===== src/rtl/clk_monitor.sv =====
// rtl/clk_monitor.sv - period/duty checker for a divided clock; CLK_MON_DUTY_EN builds the high-time counter
module clk_monitor #(
    parameter int CNT_W       = 16,
    parameter int SYNC_STAGES = 2
) (
    input  logic             clk,
    input  logic             rst_n,
    input  logic             mon_clk,
    input  logic             en,
    input  logic             clr,
    input  logic [CNT_W-1:0] period_min,
    input  logic [CNT_W-1:0] period_max,
    input  logic [CNT_W-1:0] timeout,
    output logic [CNT_W-1:0] period,
    output logic [CNT_W-1:0] high_time,
    output logic             meas_valid,
    output logic             too_fast,
    output logic             too_slow,
    output logic             stuck
);

    localparam logic [CNT_W-1:0] CNT_MAX = '1;
    localparam logic [CNT_W-1:0] CNT_ONE = CNT_W'(1);

    typedef enum logic [1:0] {
        IDLE    = 2'd0,
        ARM     = 2'd1,
        MEASURE = 2'd2
    } state_t;

    state_t                 state;
    state_t                 state_nxt;
    logic [SYNC_STAGES-1:0] sync_q;
    logic                   mon_s;
    logic                   mon_d;
    logic                   rise;
    logic                   active;
    logic                   tmo_hit;
    logic                   meas_hit;
    logic [CNT_W-1:0]       cnt;
    logic [CNT_W-1:0]       cnt_nxt;

    assign mon_s  = sync_q[SYNC_STAGES-1];
    assign rise   = mon_s & ~mon_d;
    assign active = (state != IDLE);

    // An edge always wins over a coincident timeout.
    assign tmo_hit  = en && active && !rise && (timeout != '0) && (cnt == timeout);
    assign meas_hit = en && (state == MEASURE) && rise;

    always_comb begin
        state_nxt = state;
        case (state)
            IDLE:    if (en) state_nxt = ARM;
            ARM: begin
                if (rise)         state_nxt = MEASURE;
                else if (tmo_hit) state_nxt = ARM;
            end
            MEASURE: if (tmo_hit) state_nxt = ARM;
            default: state_nxt = IDLE;
        endcase
        if (!en) state_nxt = IDLE;
    end

    always_comb begin
        cnt_nxt = cnt;
        if (!en || !active)       cnt_nxt = '0;
        else if (rise)            cnt_nxt = CNT_ONE;
        else if (tmo_hit)         cnt_nxt = '0;
        else if (cnt != CNT_MAX)  cnt_nxt = cnt + CNT_ONE;
    end

    always_ff @(posedge clk or negedge rst_n) begin
        if (!rst_n) begin
            sync_q     <= '0;
            mon_d      <= 1'b0;
            state      <= IDLE;
            cnt        <= '0;
            period     <= '0;
            meas_valid <= 1'b0;
            too_fast   <= 1'b0;
            too_slow   <= 1'b0;
            stuck      <= 1'b0;
        end else begin
            sync_q     <= {sync_q[SYNC_STAGES-2:0], mon_clk};
            mon_d      <= mon_s;
            state      <= state_nxt;
            cnt        <= cnt_nxt;
            meas_valid <= meas_hit;
            if (meas_hit) period <= cnt;
            // Set terms are ORed after the clear so a same-cycle violation keeps the flag.
            too_fast   <= (meas_hit && (cnt < period_min)) | (too_fast & ~clr);
            too_slow   <= (meas_hit && (cnt > period_max)) | (too_slow & ~clr);
            stuck      <= tmo_hit | (stuck & ~clr);
        end
    end

`ifdef CLK_MON_DUTY_EN
    logic [CNT_W-1:0] hcnt;
    logic [CNT_W-1:0] hcnt_nxt;

    always_comb begin
        hcnt_nxt = hcnt;
        if (!en || !active)                hcnt_nxt = '0;
        else if (rise)                     hcnt_nxt = CNT_ONE;
        else if (mon_s && hcnt != CNT_MAX) hcnt_nxt = hcnt + CNT_ONE;
    end

    always_ff @(posedge clk or negedge rst_n) begin
        if (!rst_n) begin
            hcnt      <= '0;
            high_time <= '0;
        end else begin
            hcnt <= hcnt_nxt;
            if (meas_hit) high_time <= hcnt;
        end
    end
`else
    assign high_time = '0;
`endif

endmodule


===== config.mk =====
export PLATFORM = sky130hd
export DESIGN_NAME = clk_monitor
export DESIGN_NICKNAME = d
export VERILOG_FILES = /design/src/rtl/clk_monitor.sv
export SDC_FILE = /design/constraint.sdc
export NUM_CORES = 1
export LEC_CHECK = 0
export ABC_AREA = 1
export CAP_MARGIN = 40
export CORE_MARGIN = 5
export CORE_UTILIZATION = 50
export CTS_CLUSTER_SIZE = 20
export DETAILED_ROUTE_END_ITERATION = 12
export GPL_TIMING_DRIVEN = 0
export PLACE_DENSITY_LB_ADDON = 0.05
export SYNTH_ARGS = -nofsm -noshare
export SYNTH_HDL_FRONTEND = slang
export SYNTH_SLANG_ARGS = --single-unit

===== constraint.sdc =====
create_clock -name clk -period 2.1 [get_ports clk]
set_input_delay 0.63 -clock clk [delete_from_list [all_inputs] [get_ports clk]]
set_output_delay 0.63 -clock clk [all_outputs]
set_load 0.01 [all_outputs]

**After elaboration in Yosys (flattened, before gate mapping)**

Index checks and enable logic that the tools add are counted.

- Flip-flop bits (word level): 41
- Output and inout bits: 36
- Logic and storage cells: 49

- Add/sub/neg operators: 1
- Order comparisons: 2
- Equal/unequal tests: 4
- Mux-type cells: 8
- Bitwise logic cells: 9
- Reductions and logical operators: 16

Operators with widths:

| cell | count |
|---|---|
| 16-bit 2-to-1 mux | 4 |
| 16-bit by 1-bit adder with 16-bit output, second input constant | 1 |
| 16-bit equality test | 1 |
| 16-bit greater-than comparator | 1 |
| 16-bit less-than comparator | 1 |
| 16-bit != test, second input constant | 1 |
| 16-bit nonzero test | 1 |
| 1-bit logical AND | 8 |
| 2-bit 2-to-1 mux | 3 |
| 2-bit one-hot mux with 3 select lines | 1 |
| 1-bit AND | 4 |
| 4-bit nonzero test | 1 |
| 1-bit zero test | 3 |
| 1-bit bitwise OR | 3 |
| 2-bit by 1-bit equality test with 1-bit output, second input constant | 1 |
| 2-bit equality test, second input constant | 1 |
| 2-bit zero test | 1 |
| 1-bit NOT | 2 |
| 2-bit nonzero test | 1 |
| 1-bit logical OR | 1 |

**Logic depth before layout (Yosys ltp)**

Gate-level depths: netlist of the first run.

- Depth in word-level cells: 10
- Depth in mapped cells: 12

**Least setup slack after synthesis of the first run**

No wires, ideal clock.

- Path type: input -> register
- From: in period_max[15]
- To: reg too_slow
- Setup time: 0.116 ns
- Arrival time: 1.572 ns
- Path slack: 0.412 ns
- Cell stages on the path: 10
- Cells stage by stage: inv_1 -> ha_1 -> nand2_1 -> inv_1 -> nand3_1 -> or2_2 -> inv_1 -> a31oi_1 -> nand2_1 -> nand2_1

- Longest elaborated chain between the ends: 3

RTL lines:

| what | RTL line | source |
|---|---|---|
| start: declaration | 12 | `input logic [CNT_W-1:0] period_max,` |
| 16-bit greater-than comparator | 93 | `too_slow <= (meas_hit && (cnt > period_max)) \| (too_slow & ~clr);` |
| 1-bit logical AND | 93 |  |
| 1-bit bitwise OR | 93 |  |
| end signal: assignment | 93 |  |
| end: declaration | 18 | `output logic too_slow,` |

Every way passes these cells.
A chain may end at the register's enable or synchronous reset.

**Worst setup path after layout of the first run**

- From: in timeout[11]
- To: reg cnt[11]

- Longest elaborated chain between the ends: 6

RTL lines:

| what | RTL line | source |
|---|---|---|
| start: declaration | 13 | `input logic [CNT_W-1:0] timeout,` |
| 16-bit nonzero test | 48 | `assign tmo_hit = en && active && !rise && (timeout != '0) && (cnt == timeout);` |
| 1-bit logical AND | 48 |  |
| 1-bit logical AND * | 48 |  |
| 16-bit 2-to-1 mux | 69 | `else if (tmo_hit) cnt_nxt = '0;` |
| 16-bit 2-to-1 mux | 68 | `else if (rise) cnt_nxt = CNT_ONE;` |
| 16-bit 2-to-1 mux | 67 | `if (!en \|\| !active) cnt_nxt = '0;` |
| end signal: assignment | 88 | `cnt <= cnt_nxt;` |
| end: declaration | 40 | `logic [CNT_W-1:0] cnt;` |

Mark *: on every way between the ends. The rest lies on a longest branch, timed or not.

==> flow_metrics.tcl, run 1 <==
set metrics [dict create \
    power-per-cell-area_mw_per_mm2 386 \
    synth_seq_cells 41 \
    syn_inst 488 \
    rows 30 \
    cts_resized 0 \
    synth-edff-count 0 \
    core_area_mm2 0.00668 \
    period_minus_slack_ns 2.02 \
    setup_violations 0 \
    first_pass_iters 4 \
    fin_hold_ws_ns 0.299 \
    grt_pass1_vias 3310 \
    path_class "primary input to register" \
    crit_fanout 9 \
    final_nets 668 \
    grt_overflow 0 \
    via_count 3326 \
    syn-cell-area_mm2 0.00337 \
    dp_hpwl_mm 7.41 \
    end_kind "register" \
    drive_above_1_share 0.116 \
    wl_per_cell_um 13.5 \
    die_w_um 92.1 \
    place_congestion 0.927 \
    irDropWorstVdd_uv 315 \
    yosys-top-cells-area "dfrtp_1 30%, nand2_1 15%, ha_1 12%" \
    final_hold_viol_count 0 \
    cts.clk_slew.worst_paths_ns 0.08 \
    drc 0 \
    synth_area_leader_cell "dfrtp_1" \
    synth.most_common_cell "nand2_1" \
    r2r_setup_slack_ns 0.11 \
    cts_buffers 5 \
    slew-limit-headroom 0.658 \
    path_cells "clkdlybuf4s50_1 > inv_1 > nand2_1 > nand2_1 > a21oi_1 > nand2_1 > nor2_2 > nand3_4 > nand3_4 > o21ai_0" \
    fp.dieH_um 92.1 \
    required_ns 2.27 \
    grt_max_degree 22 \
    synth_top_area_frac 0.304 \
    clk_latency_ns 0.29 \
    slowest_delay_ns 0.51 \
    synthFlopType "dfrtp_1" \
    ys_seq_area_frac 0.304 \
    area_delta_synth_final_pct 31.0 \
    startpoint_type "primary input" \
    hold_path.class "primary input to asynchronous set/reset pin" \
    io_pins 89 \
    port_buffers 72 \
    grt_first_pass_wirelength_mm 14.7 \
    cts_tree "built" \
    grt_antenna_before_repair 0 \
    timing.max_cap.violations 0 \
    yosys_warnings 0 \
    finalCritPeriodShare 0.961 \
    status "completed" \
    synth_cell_types 37 \
    tightestPinTransition_ns 0.512 \
    power.leakage_nw 2.27 \
    cts-htree-levels 2 \
    ant_nets 0 \
    diodes 0 \
    synthTopCellsByCount "138 x nand2_1, 76 x inv_1, 41 x dfrtp_1" \
    rsz0062_at_grt "yes" \
    cts_buffer_depth 2 \
    initial_core_util 0.505 \
    postCtsSetupBuffers 0 \
    fill_cells 623 \
    stdcell_count 664 \
    post-place-cells 656 \
    async_flop_share 1.00 \
    grt_use_total 0.212 \
    drt-initial-drc-count 126 \
    clock_sinks 41 \
    synth_area_per_cell_um2 6.91 \
    cts-hold-fix-buffers 0 \
    fmax_mhz 495 \
    cp.arrival_ns 2.19 \
    skew_ns 0.00403 \
    via_per_inst 5.01 \
    die_area_mm2 0.00849 \
    slowest_stage "clkdlybuf4s50_1" \
    placed_area_mm2 0.00427 \
    cts-root-buf "clkbuf_8" \
    crit_path_frequent_cell "nand2_1" \
    fin_area_mm2 0.00442 \
    wirelength_mm 8.95 \
    drv_slew 0 \
]
power by group:
part	leakage, nW	switching [mW]	internal, mW
registers	0.563	0.00883	0.798
logic	1.65	0.158	0.165
clock network	0.0542	0.278	0.297
path summary, 6_finish.rpt:
path | startpoint | endpoint | cells after the start
hold / removal | rst_n | period[9] | 1
max in group asynchronous | rst_n | cnt[4] | 2
min in group clk | sync_q[0] | sync_q[1] | 0
setup reg to reg | cnt[1] | cnt[12] | 9
setup / recovery | timeout[11] | cnt[11] | 10
hold reg to reg | sync_q[0] | sync_q[1] | 0
kinds of logic after synthesis:
kind of cell             count (synthesis)  share of synthesized area
XOR/XNOR                                 5                     0.0130
other                                    1                    0.00111
AO/OA/AOI/OAI                           65                      0.112
flip-flops                              41                      0.304
adder cells (fa/ha/maj)                 32                      0.119
buffers and inverters                  106                      0.138
AND/OR/NAND/NOR                        238                      0.312
placed cells by master, fill, tap and decap left out, types with 9 or more instances in the layout:
master / netlist / layout
nand2_1: 138 / 137
inv_1: 76 / 75
clkdlybuf4s50_1: 0 / 70
dfrtp_1: 41 / 41
nor2_1: 40 / 37
ha_1: 32 / 32
o21ai_0: 28 / 28
a21oi_1: 24 / 24
nand3_1: 24 / 23
buf_4: 16 / 16
conb_1: 1 / 16
inv_2: 9 / 10
nor3_1: 9 / 9
flip-flops by register name, summed over array words and instances, names as in the netlist:
| name | flops |
|---|---|
| sync_q | 2 |
| too_slow | 1 |
| stuck | 1 |
| period | 16 |
| cnt | 16 |
| meas_valid | 1 |
| mon_d | 1 |
| state | 2 |
| too_fast | 1 |
critical path, delay by kind of cell:
family | cells | cell delay [ns]
buffers and inverters | 2 | 0.56
AND/OR/NAND/NOR | 6 | 0.69
AO/OA/AOI/OAI | 2 | 0.29
layout make-up:
cell class	instances	area, um^2	area share
Tap cell	80	100	0.0227
Timing Repair Buffer	73	746	0.169
Sequential cell	41	1030	0.232
Clock buffer	7	96.3	0.0218
Buffer	21	151	0.0343
Multi-Input combinational cell	356	1970	0.447
Inverter	85	319	0.0722
Clock inverter	1	5.00	0.00113
per-layer routing:
metal	vias to the layer above	track usage	part of all wire
met1	1525	0.275	0.44
met4	0	0.0507	0.0075
li1	1709	-	-
met2	84	0.369	0.49
met3	8	0.0320	0.055
met5	-	0	0
stage by stage:
step                 util  total power [mW]  setup slack, ns  setup TNS [ns]
floorplan               -             0.981            0.412               0
detailed placement  0.639              1.14           -0.290           -7.73
global route        0.661              1.80          -0.0237         -0.0536
finish              0.661              1.70           0.0813               0
global placement    0.636              1.13           -0.634          -33.14
CTS                 0.654              1.72          0.00983               0
(Power assumes the default switching activity.)
==> inputs of run 2 (changes only) <==
--- a/config.mk
+++ b/config.mk
@@ -11,8 +11,10 @@
 export CORE_UTILIZATION = 50
 export CTS_CLUSTER_SIZE = 20
 export DETAILED_ROUTE_END_ITERATION = 12
+export GPL_ROUTABILITY_DRIVEN = 0
 export GPL_TIMING_DRIVEN = 0
 export PLACE_DENSITY_LB_ADDON = 0.05
+export SLEW_MARGIN = 25
 export SYNTH_ARGS = -nofsm -noshare
 export SYNTH_HDL_FRONTEND = slang
 export SYNTH_SLANG_ARGS = --single-unit
==> flow_metrics.tcl, run 2 (synthesis results as in run 1) <==
set metrics [dict create \
    ant_nets 0 \
    power-per-cell-area_mw_per_mm2 377 \
    switching_share 0.280 \
    drive_above_1_share 0.114 \
    power_frac_seq 0.488 \
    grt_max_degree 22 \
    cts_buffer_depth 2 \
    period_minus_slack_ns 2.01 \
    pre_cts_slack_ns -0.289 \
    core_area_mm2 0.00668 \
    power.leakage_nw 2.26 \
    cts-htree-levels 2 \
    skew_ns 0.00874 \
    status "completed" \
    fin_hold_ws_ns 0.287 \
    die_w_um 92.1 \
    grt_antenna_before_repair 0 \
    fp.dieH_um 92.1 \
    via_count 3341 \
    irDropWorstVdd_uv 373 \
    layout_common_cells "137 x nand2_1, 76 x inv_1, 71 x clkdlybuf4s50_1" \
    io_pins 89 \
    crit_fanout 10 \
    p_sw_mw 0.463 \
    rsz0062_at_grt "no" \
    path_class "primary input to register" \
    reg.largest.list "cnt (16), period (16)" \
    first_pass_iters 5 \
    slowest_stage "clkdlybuf4s50_1" \
    layout_setup_ws_ns 0.0919 \
    port_buffers 72 \
    drc 0 \
    grt_use_total 0.210 \
    grt_overflow 0 \
    drt-initial-drc-count 214 \
    tightestPinTransition_ns 0.511 \
    r2r_setup_slack_ns 0.24 \
    path_cells "clkdlybuf4s50_1 > o21ai_4 > inv_2 > nand2_2 > nor2_2 > nand3_4 > buf_6 > a21oi_2 > nand2_1 > nand2_1" \
    wl_per_cell_um 13.1 \
    cts_tree "built" \
    reg2reg_depth 9 \
    clk_latency_ns 0.31 \
    required_ns 2.35 \
    worstReg2RegStart "cnt[1]" \
    rows 30 \
    end_kind "register" \
    fmax_mhz 498 \
    cts-root-buf "clkbuf_8" \
    final_common_cell "nand2_1" \
    clkPwrFrac 0.318 \
    hold_path.class "primary input to asynchronous set/reset pin" \
    crit_path_frequent_cell "nand2_1" \
    initial_core_util 0.505 \
    clock_sinks 41 \
    area_delta_synth_final_pct 30.4 \
    slowest_delay_ns 0.57 \
    dp_hpwl_mm 7.25 \
    timing.max_cap.violations 0 \
    comb_power_share 0.194 \
    finalCritPeriodShare 0.956 \
    cp.arrival_ns 2.26 \
    grt_first_pass_wirelength_mm 14.4 \
    cts.clk_slew.worst_paths_ns 0.09 \
    final_hold_viol_count 0 \
    drv_slew 0 \
    setup_violations 0 \
    via_per_inst 5.02 \
    p_int_mw 1.19 \
    cts_buffers 5 \
    slew-limit-headroom 0.659 \
    diodes 0 \
    die_area_mm2 0.00849 \
    final_nets 670 \
    startpoint_type "primary input" \
    wirelength_mm 8.75 \
    grt_pass1_vias 3211 \
    r2r-end "cnt[10]" \
]
[run 2: cell types whose count changed in the layout (fill, tap and decap cells not counted), moves of 2 or more]
cell	change
nor2_1	+3
clkbuf_8	-2
buf_4	+2
nand3_4	-2
nand3_2	+2
nor2_2	-3
[run 2: power by group through the flow]
stage	registers (mW)	clock network (mW)	logic, mW
3_3_place_gp	0.823	0	0.306
5_1_grt	0.809	0.571	0.363
6_report	0.808	0.526	0.322
2_1_floorplan	0.823	0	0.158
4_1_cts	0.808	0.535	0.322
3_5_place_dp	0.823	0	0.320
[run 2: how the worst max path moves through the flow]
| stage | start | end |
|---|---|---|
| after global placement | rst_n | sync_q[0] |
| after global routing | timeout[9] | cnt[0] |
| after detailed placement | en | period[11] |
| after floorplan | period_max[15] | too_slow |
| after CTS | en | period[11] |
| final | en | cnt[0] |
[run 2: per-stage QoR]
step / TNS [ns] / area, um^2 / util / power [mW] / std cells
after detailed placement: -8.22 / 4270 / 0.639 / 1.14 / 656
final: 0 / 4400 / 0.658 / 1.66 / 666
after global routing: 0 / 4400 / 0.658 / 1.74 / 666
after CTS: 0 / 4360 / 0.652 / 1.66 / 664
after floorplan: 0 / 3430 / - / 0.981 / 503
after global placement: -31.79 / 4250 / 0.636 / 1.13 / 655
[run 2: final cells by class]
cell class	count	area [um^2]
plain buffers	21	150
clock buffers	5	68.8
clock inverters	3	17.5
fillers	584	2280
inverters	85	319
multi-input cells	356	1960
flip-flops and latches	41	1030
well taps	80	100
repair buffers	75	758
[run 2: layer usage]
| metal | routed length (um) | global-route usage | share of wire | vias to the layer above |
|---|---|---|---|---|
| li1 | - | - | - | 1711 |
| met1 | 3780 | 0.274 | 0.43 | 1515 |
| met2 | 4360 | 0.359 | 0.50 | 104 |
| met3 | 505 | 0.0336 | 0.058 | 11 |
| met4 | 99 | 0.0582 | 0.011 | 0 |
| met5 | 0 | 0 | 0 | - |
[run 2: worst max-delay path: cells and delay by family]
kind                   cells  cell delay [ns]
AOI/OAI and AO/OA          2             0.23
buffers and inverters      3             0.84
and+or+nand+nor            5             0.55
[run 2: what timing repair did]
| item | 4_1_cts | 5_1_grt |
|---|---|---|
| buffers inserted | 0 | 2 |
| gates resized for setup | 0 | 9 |
| setup endpoints to repair | 0 | 31 |
| hold endpoints to repair | 0 | 0 |
| hold buffers | 0 | 0 |
==> inputs of run 3 (changes only) <==
--- a/config.mk
+++ b/config.mk
@@ -8,12 +8,13 @@
 export ABC_AREA = 1
 export CAP_MARGIN = 40
 export CORE_MARGIN = 5
-export CORE_UTILIZATION = 50
+export CORE_UTILIZATION = 54
+export CTS_CLUSTER_DIAMETER = 150
 export CTS_CLUSTER_SIZE = 20
 export DETAILED_ROUTE_END_ITERATION = 12
 export GPL_ROUTABILITY_DRIVEN = 0
 export GPL_TIMING_DRIVEN = 0
-export PLACE_DENSITY_LB_ADDON = 0.05
+export PLACE_DENSITY = 0.88
 export SLEW_MARGIN = 25
 export SYNTH_ARGS = -nofsm -noshare
 export SYNTH_HDL_FRONTEND = slang
==> constraint.sdc (replaced) <==
create_clock -name clk -period 2.6 [get_ports clk]
set_input_delay 0.78 -clock clk [delete_from_list [all_inputs] [get_ports clk]]
set_output_delay 0.78 -clock clk [all_outputs]
set_load 0.01 [all_outputs]
==> flow_metrics.tcl, run 3 (synthesis results as in run 1) <==
set metrics [dict create \
    status "completed" \
    startpoint_type "primary input" \
    cts-hold-fix-buffers 0 \
    irDropWorstVdd_uv 297 \
    ant_nets 0 \
    final_nets 668 \
    cp.arrival_ns 2.44 \
    timing.max_cap.violations 0 \
    fmax_mhz 441 \
    wirelength_mm 9.01 \
    wl_per_cell_um 13.7 \
    diodes 0 \
    initial_core_util 0.563 \
    required_ns 2.77 \
    setup_violations 0 \
    slew-limit-headroom 0.639 \
    fp.dieH_um 89.0 \
    rsz0062_at_grt "no" \
    finalCritPeriodShare 0.871 \
    post-place-cells 651 \
    fin_hold_ws_ns 0.359 \
    final_common_cell "nand2_1" \
    grt_first_pass_wirelength_mm 14.9 \
    tightestPinTransition_ns 0.538 \
    cts.clk_slew.worst_paths_ns 0.08 \
    via_count 3449 \
    cts_tree "built" \
    grt_pass1_vias 3327 \
    postCtsSetupBuffers 0 \
    grt_use_total 0.239 \
    grt_max_degree 25 \
    crit_fanout 9 \
    final_hold_viol_count 0 \
    clk_latency_ns 0.30 \
    power.leakage_nw 2.26 \
    cts_buffers 5 \
    dp_hpwl_mm 7.45 \
    tns_ns 0 \
    hold_path.class "register to register" \
    port_buffers 72 \
    via_per_inst 5.23 \
    rows 28 \
    grt_overflow 0 \
    die_area_mm2 0.00792 \
    layout_common_cells "138 x nand2_1, 76 x inv_1, 71 x clkdlybuf4s50_1" \
    cts_resized 0 \
    drc 0 \
    end_kind "register" \
    grt_antenna_before_repair 0 \
    io_pins 89 \
    first_pass_iters 5 \
    drv_slew 0 \
    fin_total_pwr_mw 1.46 \
    reg.largest.list "cnt (16), period (16)" \
    stdcell_count 659 \
    skew_ns 0.00791 \
    cts_buffer_depth 2 \
    drive_above_1_share 0.0993 \
    core_area_mm2 0.00599 \
    drt-initial-drc-count 314 \
    path_class "primary input to register" \
    area_delta_synth_final_pct 30.1 \
    clock_sinks 41 \
    die_w_um 89.0 \
    period_minus_slack_ns 2.27 \
    cts-root-buf "clkbuf_8" \
    power-per-cell-area_mw_per_mm2 334 \
    cts-htree-levels 2 \
]
[run 3: cell types whose count changed in the layout (fill, tap and decap cells not counted), moves of 2 or more]
cell      delta
buf_4        -2
clkbuf_1     +2
clkinv_2     -2
clkbuf_2     -2
[run 3: worst max-delay path, stage by stage]
cell and delay, ns:
clkdlybuf4s50_1 0.58, o21ai_4 0.14, inv_2 0.12, nand2_2 0.10
a21oi_1 0.17, nand3_2 0.22, nand3_2 0.20, o21ai_0 0.12
[run 3: per-stage QoR]
stage               setup slack [ns]   util  area (um^2)
floorplan                      0.762      -         3430
global placement              -0.280  0.708         4240
detailed placement            0.0297  0.712         4270
CTS                            0.349  0.732         4390
global route                   0.174  0.732         4390
finish                         0.335  0.732         4390
[run 3: layout make-up]
type                            count  area (um^2)
Multi-Input combinational cell    356         1940
Fill cell                         492         1610
Sequential cell                    41         1030
Timing Repair Buffer               73          743
Inverter                           85          319
Buffer                             21          148
Tap cell                           75         93.8
Clock buffer                        6         82.6
Clock inverter                      2         37.5
[run 3: final timing paths]
check	from	end	slack (ns)	depth (start not counted)
worst min register to register	sync_q[0]	sync_q[1]	0.36	0
worst min-delay path	sync_q[0]	sync_q[1]	0.36	0
worst max-delay path	en	cnt[11]	0.33	8
max in group asynchronous	rst_n	cnt[4]	1.71	2
min in group asynchronous	rst_n	period[1]	0.41	1
worst max register to register	cnt[1]	cnt[12]	0.66	9
[run 3: power breakdown]
part | internal, mW | switching [mW]
sequential | 0.645 | 0.00702
combinational | 0.133 | 0.129
clock | 0.312 | 0.238
[run 3: metal layers]
metal | global-route usage | share of wire
met4 | 0.0785 | 0.022
met2 | 0.424 | 0.50
met5 | 0 | 0
met3 | 0.0350 | 0.087
met1 | 0.299 | 0.39
